**src/rtl/fetch_pc_unit.sv**
```systemverilog
// Purpose: RV32 fetch stage: holds the PC, drives imem address, registers instr+PC into IF/ID.
// Latency: instruction at PC=A appears in IF/ID one cycle later; a redirect costs one bubble.
// Backpressure: Stall holds PC and IF/ID bit-identical; a redirect (PcSel) overrides Stall.
// Optional feature: define HALT_DETECT_EN to freeze fetch after an ebreak enters IF/ID.
module fetch_pc_unit #(
   parameter int          PC_W      = 9,
   parameter logic [31:0] NOP_INSTR = 32'h0000_0013
) (
   input  logic            clk,
   input  logic            rst_n,
   input  logic            Stall,
   input  logic            PcSel,
   input  logic [31:0]     BrPC,
   input  logic [31:0]     InstrIn,
   output logic [PC_W-1:0] PC,
   output logic [PC_W-1:0] IfId_PC,
   output logic [31:0]     IfId_Instr,
   output logic            IfId_Valid,
   output logic            MisalignErr,
   output logic            Halted
);

   localparam logic [31:0] EBREAK = 32'h0010_0073;

   logic [PC_W-1:0] pc_next;
   logic [PC_W-1:0] redirect_pc;
   logic            load_ifid;

   // Upper BrPC bits beyond the PC width are dropped; low two bits forced to word alignment.
   assign redirect_pc = {BrPC[PC_W-1:2], 2'b00};

   // IF/ID captures a new instruction only on a plain advancing cycle.
   assign load_ifid = !PcSel && !Stall && !Halted;

   // Next-PC selection; a redirect still lands while halted so the flush has a target.
   always_comb begin
      pc_next = PC;
      if (PcSel)
         pc_next = redirect_pc;
      else if (!Stall && !Halted)
         pc_next = PC + PC_W'(4);
   end

   // PC and IF/ID pipeline register; flush on redirect, hold on stall/halt, else load.
   always_ff @(posedge clk or negedge rst_n) begin
      if (!rst_n) begin
         PC         <= '0;
         IfId_PC    <= '0;
         IfId_Instr <= NOP_INSTR;
         IfId_Valid <= 1'b0;
      end else begin
         PC <= pc_next;
         if (PcSel) begin
            IfId_PC    <= '0;
            IfId_Instr <= NOP_INSTR;
            IfId_Valid <= 1'b0;
         end else if (load_ifid) begin
            IfId_PC    <= PC;
            IfId_Instr <= InstrIn;
            IfId_Valid <= 1'b1;
         end
      end
   end

   // Sticky misalignment flag, raised by any taken redirect with nonzero low bits.
   always_ff @(posedge clk or negedge rst_n) begin
      if (!rst_n)
         MisalignErr <= 1'b0;
      else if (PcSel && (BrPC[1:0] != 2'b00))
         MisalignErr <= 1'b1;
   end

`ifdef HALT_DETECT_EN
   logic halt_q;

   // Sticky halt, set on the same edge an ebreak is loaded into IF/ID; only reset clears it.
   always_ff @(posedge clk or negedge rst_n) begin
      if (!rst_n)
         halt_q <= 1'b0;
      else if (load_ifid && (InstrIn == EBREAK))
         halt_q <= 1'b1;
   end

   assign Halted = halt_q;
`else
   logic unused_ebreak;
   assign unused_ebreak = ^EBREAK;
   assign Halted        = 1'b0;
`endif

   logic unused_brpc;
   assign unused_brpc = ^BrPC;

endmodule
```
**config.mk**
```make
export PLATFORM = sky130hd
export DESIGN_NAME = fetch_pc_unit
export DESIGN_NICKNAME = d
export VERILOG_FILES = /design/src/rtl/fetch_pc_unit.sv
export SDC_FILE = /design/constraint.sdc
export NUM_CORES = 1
export LEC_CHECK = 0
export CAP_MARGIN = 20
export CORE_ASPECT_RATIO = 2
export CORE_MARGIN = 3
export CORE_UTILIZATION = 41
export CTS_CLUSTER_SIZE = 20
export DETAILED_ROUTE_END_ITERATION = 16
export GPL_TIMING_DRIVEN = 0
export PLACE_DENSITY = 0.86
export SETUP_SLACK_MARGIN = 0.4
export SYNTH_ARGS = -nofsm -noshare
export SYNTH_HDL_FRONTEND = slang
export SYNTH_SLANG_ARGS = --single-unit
```
**constraint.sdc**
```tcl
create_clock -name clk -period 2.55 [get_ports clk]
set_input_delay 0.51 -clock clk [delete_from_list [all_inputs] [get_ports clk]]
set_output_delay 0.51 -clock clk [all_outputs]
set_load 0.05 [all_outputs]
```
# Word-level counts from Yosys, hierarchy flattened
# Cells that the tools add are included.
classes:
  n_addsub: 1
  eq_ne: 1
  n_mux: 8
  n_reduce_logical: 6
op_table:
  columns: ["cell", "n"]
  rows:
  - ["$mux W32", 2]
  - ["$mux W9", 4]
  - ["$add A9 B3 Y9 const B", 1]
  - ["$reduce_bool A2 Y1", 2]
  - ["$logic_and A1 B1 Y1", 2]
  - ["$logic_not A1 Y1", 2]
  - ["$mux W1", 2]
  - ["$ne A2 B1 Y1 const B", 1]
word_totals:
  regBits: 52
  in_bits: 68
  out_inout_bits: 53
  wordCells: 21

# Depth between registers and ports, before layout
# Gate-level depths: netlist of the first run.
logic_depth:
  depth_word: 4
  ltp_mapped: 4
  ltp_nobuf: 4

# Worst setup path after synthesis of the first run
# No wires, ideal clock.
synth_timing:
  kind: "register to register"
  from: "reg PC[2]"
  to: "reg PC[8]"
  setup_ps: 82
  arrival_ps: 1463
  t_required_ps: 2468
  path_slack_ps: 1006
  stages_incl_launch_ff: 5
  path_buffers: 0
  period_less_slack_ps: 1544
  path_cell_list: "dfrtp_1 -> ha_1 -> nand2_1 -> or3_1 -> a31oi_1"
synth_between:
  elab_chain_cells: 3
synth_lines:
  columns: ["item", "line_no", "text"]
  rows:
  - ["start: declaration", "15", "output logic [PC_W-1:0] PC,"]
  - ["start signal: assignment", "52", "PC <= pc_next;"]
  - ["$add A9 B3 Y9", "41", "pc_next = PC + PC_W'(4);"]
  - ["$mux W9", "40", "else if (!Stall && !Halted)"]
  - ["$mux W9", "38", "if (PcSel)"]
# No other way between the ends. The select of a mux whose other input is x is not followed.
# A chain may end at the register's enable or synchronous reset.

# Final worst setup path of the first run
layout_timing:
  from: "reg PC[7]"
  to: "out PC[7]"
# No word-level cell between the ends.

==> results.sh, run 1 <==
export IMPL_firstDrtPassIters=4
export IMPL_synth_flop_cell="dfrtp_1"
export IMPL_synth_edf_count=0
export IMPL_cp_slowest_cell="clkdlybuf4s50_1"
export IMPL_post_dp_hpwl_microns=3900
export IMPL_dr_wl_met3_microns=298
export IMPL_vias=1618
export IMPL_antenna_cells=0
export IMPL_yosysWarnings=0
export IMPL_dr_max_layer_used="met4"
export IMPL_cpLargestDelayFamily="buffers and inverters"
export IMPL_max_cap_viol_count=0
export IMPL_cts_made_buffers=5
export IMPL_cts_setup_buffers=0
export IMPL_num_rows=36
export IMPL_antenna_found_initial=0
export IMPL_p_total_uw=1950
export IMPL_synth_area_leaders="dfrtp_1, mux2i_1, nor2_1"
export IMPL_wl_met1_microns=1910
export IMPL_port_buffer_count=94
export IMPL_cts_resized_gates=5
export IMPL_overflow=0
export IMPL_drv_slew=0
export IMPL_worstSetupPathType="reg2out"
export IMPL_cts_sinks=49
export IMPL_crit_fanout=5
export IMPL_max_freq_mhz=488
export IMPL_required_ns=2.04
export IMPL_synth_most_common_cell="dfrtp_1"
export IMPL_dieWidth_microns=56.3
export IMPL_setup_viol=0
export IMPL_antenna_left=0
export IMPL_startpoint="PC[7]$_DFFE_PN0P_"
export IMPL_leakage_uw=0.00155
export IMPL_synth_ff_latch_count=49
export IMPL_yosysUniqueCellTypes=22
export IMPL_worstPathArrival_ns=1.54
export IMPL_final_net_count=351
export IMPL_cts_tree="built"
export IMPL_grt_pass1_vias=1713
export IMPL_power_density_nw_per_um2=605
export IMPL_ys_async_sr_fraction_pct=100
export IMPL_path_buf_inv=1
export IMPL_worstPathCellList="clkdlybuf4s50_1"
export IMPL_drt_iter0_drc=38
export IMPL_reg2reg_from="PC[2]$_DFFE_PN0P_"
export IMPL_die_h_microns=107
export IMPL_clk_path_buf_depth=2
export IMPL_worst_slew_pin_slew_ns=0.559
export IMPL_syn_inst=178
export IMPL_end_kind="output pin"
export IMPL_wl_met2_microns=2760
export IMPL_synth_top_area_share_pct=55.5
export IMPL_vdd_ir_drop_max_v=0.000578
export IMPL_place_congestion=0.748
export IMPL_dp_cells=332
export IMPL_cp_start_kind="flip-flop"
export IMPL_grt_max_degree=27
export IMPL_area_growth_pct=55.7
export IMPL_period_share_pct=80.3
export IMPL_critical_path_max_stage_delay_ns=0.82
export IMPL_htreeDepth=2
export IMPL_final_area_sq_um=3230
export IMPL_clock_latency_ns=0.31
export IMPL_fin_crit_ns=2.05
export IMPL_hold_ws_ns=0.183
export IMPL_status="complete, no violations"
export IMPL_io_pins=121
export IMPL_clk_pin_slew_worst_paths_ns=0.09
export IMPL_root_buffer="clkbuf_8"
export IMPL_drive_gt1_share_pct=7.77
export IMPL_placedInstanceArea_sq_um=3110
export IMPL_syn_area_sq_um=2070
export IMPL_yosys_top_cells_count="dfrtp_1, mux2i_1, nor2_1, nand2_1"
export IMPL_start_util_pct=42.6
export IMPL_grt_pass1_wl_microns=8520
export IMPL_hold_path_class="in2async"
export IMPL_viasPerCell=4.76
export IMPL_slew_headroom_pct=62.7
export IMPL_synth_area_leader_cell="dfrtp_1"
export IMPL_hold_violations=0
export IMPL_rsz0062_at_grt="no"
export IMPL_finalNonFillerCells=340
export IMPL_die_area_sq_um=6000
export IMPL_yosysSeqAreaShare_pct=59.3
export IMPL_grtUsageTotal_pct=18.2
export IMPL_clock_skew_final_ns=0.00342
export IMPL_wl_per_cell_microns=14.8
export IMPL_drc=0
export IMPL_setup_tns_ns=0
export IMPL_coreArea_sq_um=4860
export IMPL_ctsHoldBuffers=0
export IMPL_avgSynthCellArea_sq_um=11.7
export IMPL_wl_microns=5040
==> where the power goes <==
part / switching [uW] / internal, uW
Clock: 256 / 320
Combinational: 307 / 201
Sequential: 40.0 / 829
Total: 603 / 1350
==> final cells by class <==
cell class,count,area [sq um]
Clock inverter,1,30.0
Multi-Input combinational cell,115,761
Sequential cell,49,1230
Inverter,2,7.51
Buffer,14,83.8
Timing Repair Buffer,95,960
Tap cell,57,71.3
Clock buffer,7,86.3
Fill cell,388,1640
==> per-stage QoR <==
stage	setup WS, ns	utilization, %
after global routing	0.444	66.4
after floorplan	1.01	-
after detailed placement	0.521	63.9
final	0.501	66.4
after CTS	0.402	66.2
after global placement	-0.397	63.6
==> metal layers <==
layer  vias up  GRT usage (%)
li1        791              -
met1       766           21.5
met2        55           31.7
met3         6           4.94
met4         0           6.11
met5         -              0
==> cells in the final DEF (no fill, tap or decap), types with 3 or more instances in the layout <==
cell	synthesis	layout
xor2_1	3	3
clkbuf_1	5	6
buf_4	8	8
clkdlybuf4s50_1	0	84
nand2_1	10	10
dlygate4sd2_1	0	5
o21ai_0	8	8
dlymetal6s2s_1	0	4
dfrtp_1	46	46
conb_1	1	3
clkbuf_8	0	6
dfstp_2	3	3
nor2_1	38	38
mux2i_1	40	40
==> sequential cells by signal, indices dropped and copies added (netlist names) <==
| signal | cells |
|---|---|
| IfId_Instr | 32 |
| IfId_PC | 8 |
| IfId_Valid | 1 |
| MisalignErr | 1 |
| PC | 7 |
==> worst paths after layout <==
kind,slack [ns],cells after the start,endpoint
hold / removal,0.18,1,IfId_Instr[6]$_DFFE_PN0P_
setup reg to reg,1.24,4,PC[8]$_DFFE_PN0P_
hold reg to reg,0.48,1,MisalignErr$_DFFE_PN0P_
setup / recovery,0.50,1,PC[7]
max in group asynchronous,1.76,2,IfId_Instr[0]$_DFFE_PN1P_
min in group clk,0.48,1,MisalignErr$_DFFE_PN0P_
==> logic make-up after synthesis <==
logic type | Yosys count | share of synthesized area, %
buffers and inverters | 16 | 4.40
xor gates and xnor gates | 4 | 1.69
AOI/OAI and AO/OA | 11 | 2.77
other | 1 | 0.181
DFF | 49 | 59.3
muxes | 40 | 19.3
adders and majority gates | 1 | 0.603
and+or+nand+nor | 56 | 11.8
(Power assumes the default switching activity.)
==> inputs of run 2 (changes only) <==
--- a/config.mk
+++ b/config.mk
@@ -8,11 +8,11 @@
 export CAP_MARGIN = 20
 export CORE_ASPECT_RATIO = 2
 export CORE_MARGIN = 3
-export CORE_UTILIZATION = 41
+export CORE_UTILIZATION = 38
 export CTS_CLUSTER_SIZE = 20
 export DETAILED_ROUTE_END_ITERATION = 16
 export GPL_TIMING_DRIVEN = 0
-export PLACE_DENSITY = 0.86
+export PLACE_DENSITY = 0.81
 export SETUP_SLACK_MARGIN = 0.4
 export SYNTH_ARGS = -nofsm -noshare
 export SYNTH_HDL_FRONTEND = slang
==> constraint.sdc (replaced) <==
create_clock -name clk -period 2.05 [get_ports clk]
set_input_delay 0.41 -clock clk [delete_from_list [all_inputs] [get_ports clk]]
set_output_delay 0.41 -clock clk [all_outputs]
set_load 0.05 [all_outputs]
==> run 2 against run 1 <==
Compared with the run above:
- sequential power up 24%
- wire length down 0.50%
- power up 16%
- sequential cell count unchanged
- worst hold slack worse by 0.12 ns
- design area down 2.6%
- global-route usage down 1.2 points
- setup slack worse by 0.064 ns
- non-clock buffer count unchanged
- combinational power up 17%
- clock-buffer cell count up 1
- clock skew up 0.0035 ns
- largest power group unchanged
==> results.sh, run 2 (same netlist as run 1, synthesis figures left out) <==
export IMPL_status="complete, no violations"
export IMPL_grt_pass1_vias=1731
export IMPL_dieWidth_microns=58.2
export IMPL_worst_slew_pin_slew_ns=0.522
export IMPL_drv_slew=0
export IMPL_grtUsageMet1_pct=17.8
export IMPL_vias=1616
export IMPL_clock_latency_ns=0.30
export IMPL_busiest_layer="met2"
export IMPL_antenna_left=0
export IMPL_post_dp_hpwl_microns=3930
export IMPL_drc=0
export IMPL_required_ns=1.64
export IMPL_fin_util_pct=60.1
export IMPL_period_share_pct=78.7
export IMPL_cp_start_kind="flip-flop"
export IMPL_hold_path_class="in2async"
export IMPL_p_int_uw=1520
export IMPL_rsz0062_at_grt="no"
export IMPL_worstPathArrival_ns=1.20
export IMPL_final_common_cell="dfrtp_1"
export IMPL_port_buffer_count=94
export IMPL_grt_util_met2_pct=30.6
export IMPL_dp_cells=333
export IMPL_final_area_sq_um=3140
export IMPL_r2r_end="PC[8]$_DFFE_PN0P_"
export IMPL_cts_sinks=49
export IMPL_coreArea_sq_um=5230
export IMPL_place_congestion=0.682
export IMPL_ctsHoldBuffers=0
export IMPL_power_share_combinational_pct=26.4
export IMPL_io_pins=121
export IMPL_mostFrequentLayoutCells="dfrtp_1, clkdlybuf4s50_1, mux2i_1, nor2_1, dlygate4sd2_1"
export IMPL_cp_slowest_cell="dlygate4sd2_1"
export IMPL_final_net_count=351
export IMPL_hold_violations=0
export IMPL_cts_tree="built"
export IMPL_seq_power_share_pct=47.7
export IMPL_max_freq_mhz=620
export IMPL_fillers=448
export IMPL_rrSetupSlack_ns=0.74
export IMPL_end_kind="output pin"
export IMPL_top_register="IfId_Instr"
export IMPL_grt_max_degree=30
export IMPL_leakage_uw=0.00160
export IMPL_grtUsageTotal_pct=17.0
export IMPL_overflow=0
export IMPL_htreeDepth=2
export IMPL_die_h_microns=110
export IMPL_grt_pass1_wl_microns=8380
export IMPL_antenna_cells=0
export IMPL_power_density_nw_per_um2=719
export IMPL_max_cap_viol_count=0
export IMPL_crit_fanout=2
export IMPL_placedInstanceArea_sq_um=3110
export IMPL_use_met3_pct=4.80
export IMPL_setup_viol=0
export IMPL_power_switching_uw=738
export IMPL_worstSetupPathType="reg2out"
export IMPL_die_area_sq_um=6440
export IMPL_cts_made_buffers=5
export IMPL_clk_pin_slew_worst_paths_ns=0.09
export IMPL_startpoint="IfId_Instr[20]$_DFFE_PN0P_"
export IMPL_wl_microns=5020
export IMPL_pwr_share_clk_pct=25.9
export IMPL_drive_gt1_share_pct=12.7
export IMPL_area_growth_pct=51.6
export IMPL_firstDrtPassIters=3
export IMPL_critical_path_max_stage_delay_ns=0.54
export IMPL_clk_path_buf_depth=2
export IMPL_reg2reg_from="PC[2]$_DFFE_PN0P_"
export IMPL_root_buffer="clkbuf_8"
export IMPL_swShare_pct=32.7
export IMPL_rr_worst_depth=4
export IMPL_path_buf_inv=1
export IMPL_top_regs="IfId_Instr: 32 flops, IfId_PC: 8 flops, PC: 7 flops"
export IMPL_num_rows=37
export IMPL_clock_skew_final_ns=0.00695
export IMPL_largest_reg_flops=32
export IMPL_fin_crit_ns=1.61
export IMPL_wl_per_cell_microns=14.7
export IMPL_antenna_found_initial=0
export IMPL_slew_headroom_pct=65.3
export IMPL_cpLargestDelayFamily="buffers and inverters"
export IMPL_finalNonFillerCells=341
export IMPL_viasPerCell=4.74
export IMPL_worstPathCellList="dlygate4sd2_1"
export IMPL_drt_iter0_drc=33
export IMPL_vdd_ir_drop_max_v=0.000627
export IMPL_start_util_pct=39.7
run 2: cell types whose count changed in the layout (fill, tap and decap cells not counted), sizes merged:
cell	change
buf	+3
clkbuf	+5
bufinv	-1
dlymetal6s2s	-4
clkdlybuf4s50	-41
dlygate4sd2	+20
clkdlybuf4s15	+18
run 2: worst reg2reg max path: stages, from the launching register on:
cell     delay, ns
dfrtp_1       0.47
ha_1          0.23
nand2_1       0.07
or3_1         0.31
a31oi_1       0.16
run 2: repair_timing:
action                     4_1_cts  5_1_grt
resized for setup               68       31
setup endpoints to repair       50       50
buffers inserted                 0        0
hold endpoints to repair         0        0
run 2: power groups by stage:
| stage | clock (uW) | combinational, uW | sequential, uW |
|---|---|---|---|
| after floorplan | 0 | 151 | 1320 |
| after global placement | 0 | 633 | 1100 |
| after detailed placement | 0 | 643 | 1100 |
| after CTS | 616 | 606 | 1080 |
| after global routing | 642 | 636 | 1090 |
| final | 585 | 596 | 1080 |
run 2: metrics by stage:
| stage | hold slack, ns | worst slack [ns] | power, uW | TNS [ns] |
|---|---|---|---|---|
| 3_5_place_dp | 0.404 | 0.0875 | 1740 | 0 |
| 3_3_place_gp | 0.449 | -0.849 | 1730 | -39.92 |
| 6_report | 0.0594 | 0.438 | 2260 | 0 |
| 5_1_grt | 0.0663 | 0.402 | 2370 | 0 |
| 4_1_cts | 0.0586 | 0.244 | 2300 | 0 |
| 2_1_floorplan | 0.114 | 0.506 | 1470 | 0 |
run 2: how the worst max path moves through the flow:
stage | slack (ns) | depth (start not counted) | end
after floorplan | 0.51 | 4 | PC[8]$_DFFE_PN0P_
after global placement | -0.85 | 1 | IfId_Instr[20]$_DFFE_PN0P_
after detailed placement | 0.09 | 4 | IfId_PC[7]$_DFFE_PN0P_
after CTS | 0.24 | 1 | PC[4]
after global routing | 0.40 | 1 | IfId_Instr[18]
final | 0.44 | 1 | IfId_Instr[20]
run 2: layout make-up:
class	count	area (sq um)	share of cell area [%]
Inverter	2	7.51	0.239
Sequential cell	49	1230	39.1
Clock buffer	8	90.1	2.87
Tap cell	58	72.6	2.31
Multi-Input combinational cell	115	761	24.2
Buffer	14	87.6	2.79
Timing Repair Buffer	95	896	28.5
run 2: routing by layer:
metal  wire length (microns)  vias up
li1                        -      787
met2                    2760       52
met4                      99        0
met5                       0        -
met1                    1820      770
met3                     336        7
==> inputs of run 3 (changes only) <==
==> constraint.sdc (replaced) <==
create_clock -name clk -period 1.5 [get_ports clk]
set_input_delay 0.3 -clock clk [delete_from_list [all_inputs] [get_ports clk]]
set_output_delay 0.3 -clock clk [all_outputs]
set_load 0.05 [all_outputs]
==> run 3 against run 2 <==
Compared with the run above:
- the flow now finishes with violations (hold timing)
- combinational power increased by 80%
- highest routed layer unchanged
- largest cell class is now non-clock buffers
- non-clock buffer count up 31
- setup slack worse by 0.24 ns
- die area did not move
- design area grew 16%
- wire length increased by 14%
- worst hold slack got worse by 0.10 ns
- sequential cell count unchanged
- largest power group unchanged
==> results.sh, run 3 (same netlist as run 1, synthesis figures left out) <==
export IMPL_cpLargestDelayFamily="flip-flops"
export IMPL_mostFrequentLayoutCells="buf_6, clkdlybuf4s50_1, dfrtp_1, mux2i_1, nor2_1"
export IMPL_firstDrtPassIters=4
export IMPL_max_freq_mhz=769
export IMPL_antenna_cells=0
export IMPL_largest_reg_flops=32
export IMPL_path_buf_inv=1
export IMPL_cts_made_buffers=5
export IMPL_fin_crit_ns=1.30
export IMPL_power_share_combinational_pct=31.4
export IMPL_period_share_pct=86.6
export IMPL_die_h_microns=110
export IMPL_hold_path_class="in2async"
export IMPL_hold_violations=20
export IMPL_grtUsageTotal_pct=18.3
export IMPL_worstSetupPathType="reg2out"
export IMPL_antenna_left=0
export IMPL_clock_skew_final_ns=0.00139
export IMPL_clk_path_buf_depth=2
export IMPL_clk_pin_slew_worst_paths_ns=0.09
export IMPL_drc=0
export IMPL_antenna_found_initial=0
export IMPL_grtUsageMet1_pct=20.1
export IMPL_wl_per_cell_microns=15.4
export IMPL_wl_microns=5730
export IMPL_power_switching_uw=1090
export IMPL_violations="hold timing"
export IMPL_viasPerCell=4.78
export IMPL_vdd_ir_drop_max_v=0.000798
export IMPL_htreeDepth=2
export IMPL_area_growth_pct=75.9
export IMPL_max_cap_viol_count=0
export IMPL_drt_iter0_drc=42
export IMPL_final_net_count=382
export IMPL_root_buffer="clkbuf_8"
export IMPL_drv_slew=0
export IMPL_required_ns=1.20
export IMPL_worstPathArrival_ns=1.00
export IMPL_hold_ws_ns=-0.0435
export IMPL_post_dp_hpwl_microns=4020
export IMPL_final_area_sq_um=3650
export IMPL_swShare_pct=31.9
export IMPL_start_util_pct=39.7
export IMPL_top_regs="IfId_Instr: 32 flops, IfId_PC: 8 flops, PC: 7 flops"
export IMPL_coreArea_sq_um=5230
export IMPL_placedInstanceArea_sq_um=3140
export IMPL_pwr_share_clk_pct=24.7
export IMPL_use_met3_pct=3.74
export IMPL_io_pins=121
export IMPL_grt_pass1_vias=1895
export IMPL_grt_util_met2_pct=33.1
export IMPL_p_int_uw=2320
export IMPL_cp_start_kind="flip-flop"
export IMPL_crit_fanout=2
export IMPL_rsz0062_at_grt="yes"
export IMPL_port_buffer_count=94
export IMPL_cts_tree="built"
export IMPL_busiest_layer="met2"
export IMPL_place_congestion=0.747
export IMPL_overflow=0
export IMPL_grt_max_degree=30
export IMPL_setup_viol=0
export IMPL_end_kind="output pin"
export IMPL_power_density_nw_per_um2=933
export IMPL_seq_power_share_pct=43.9
export IMPL_clock_latency_ns=0.29
export IMPL_top_register="IfId_Instr"
export IMPL_worstPathCellList="buf_8"
export IMPL_num_rows=37
export IMPL_die_area_sq_um=6440
export IMPL_vias=1779
export IMPL_status="complete, but fails checks"
export IMPL_final_common_cell="buf_6"
export IMPL_leakage_uw=0.00184
export IMPL_dieWidth_microns=58.2
export IMPL_critical_path_max_stage_delay_ns=0.56
export IMPL_fillers=385
export IMPL_dp_cells=333
export IMPL_grt_pass1_wl_microns=9180
export IMPL_cp_slowest_cell="dfstp_2"
export IMPL_cts_sinks=49
export IMPL_drive_gt1_share_pct=37.3
export IMPL_finalNonFillerCells=372
==> run 3: final cells by class <==
cell class / count / area [sq um] / area share (%)
plain buffers: 14 / 156 / 4.29
clock buffers: 7 / 96.3 / 2.64
clock inverters: 1 / 5.00 / 0.137
inverters: 2 / 7.51 / 0.206
multi-input cells: 115 / 790 / 21.6
flip-flops and latches: 49 / 1240 / 33.9
well taps: 58 / 72.6 / 1.99
repair buffers: 126 / 1280 / 35.2
==> run 3: power groups by stage <==
| stage | logic, uW | clock network [uW] | registers, uW |
|---|---|---|---|
| 2_1_floorplan | 213 | 0 | 1810 |
| 3_3_place_gp | 873 | 0 | 1510 |
| 3_5_place_dp | 889 | 0 | 1520 |
| 4_1_cts | 1040 | 864 | 1490 |
| 5_1_grt | 1130 | 911 | 1510 |
| 6_report | 1070 | 840 | 1500 |
==> run 3: stage by stage <==
stage / hold WS, ns / worst slack (ns) / power, uW / util [%] / setup TNS [ns]
2_1_floorplan: 0.00441 / 0.205 / 2020 / - / 0
3_3_place_gp: 0.453 / -1.45 / 2380 / 59.8 / -73.44
3_5_place_dp: 0.294 / -0.375 / 2410 / 60.1 / -12.86
4_1_cts: -0.0340 / 0.191 / 3400 / 68.1 / 0
5_1_grt: -0.0210 / 0.168 / 3550 / 69.8 / 0
6_report: -0.0435 / 0.200 / 3410 / 69.8 / 0
==> run 3: routing by layer <==
metal | up-vias | wire [microns]
met2 | 66 | 3220
li1 | 853 | -
met4 | 0 | 171
met3 | 13 | 341
met5 | - | 0
met1 | 847 | 2000
==> run 3: repair_timing <==
action                                  CTS  global route
gates cloned                              1             0
pin swaps                                 5             7
buffers inserted                         19            11
hold endpoints to repair                 20            20
endpoints found under the setup margin   98            87
gates resized for setup                 380             3
==> run 3: path summary, 6_finish.rpt <==
path / start / endpoint / slack (ns) / cells past startpoint
setup / recovery: IfId_Instr[0]$_DFFE_PN1P_ / IfId_Instr[0] / 0.20 / 1
hold / removal: rst_n / IfId_Instr[7]$_DFFE_PN0P_ / -0.04 / 1
setup reg to reg: PC[2]$_DFFE_PN0P_ / PC[6]$_DFFE_PN0P_ / 0.26 / 5
hold reg to reg: MisalignErr$_DFFE_PN0P_ / MisalignErr$_DFFE_PN0P_ / 0.52 / 1
max in group asynchronous: rst_n / IfId_Instr[4]$_DFFE_PN1P_ / 0.94 / 2
min in group clk: PcSel / MisalignErr$_DFFE_PN0P_ / 0.36 / 3
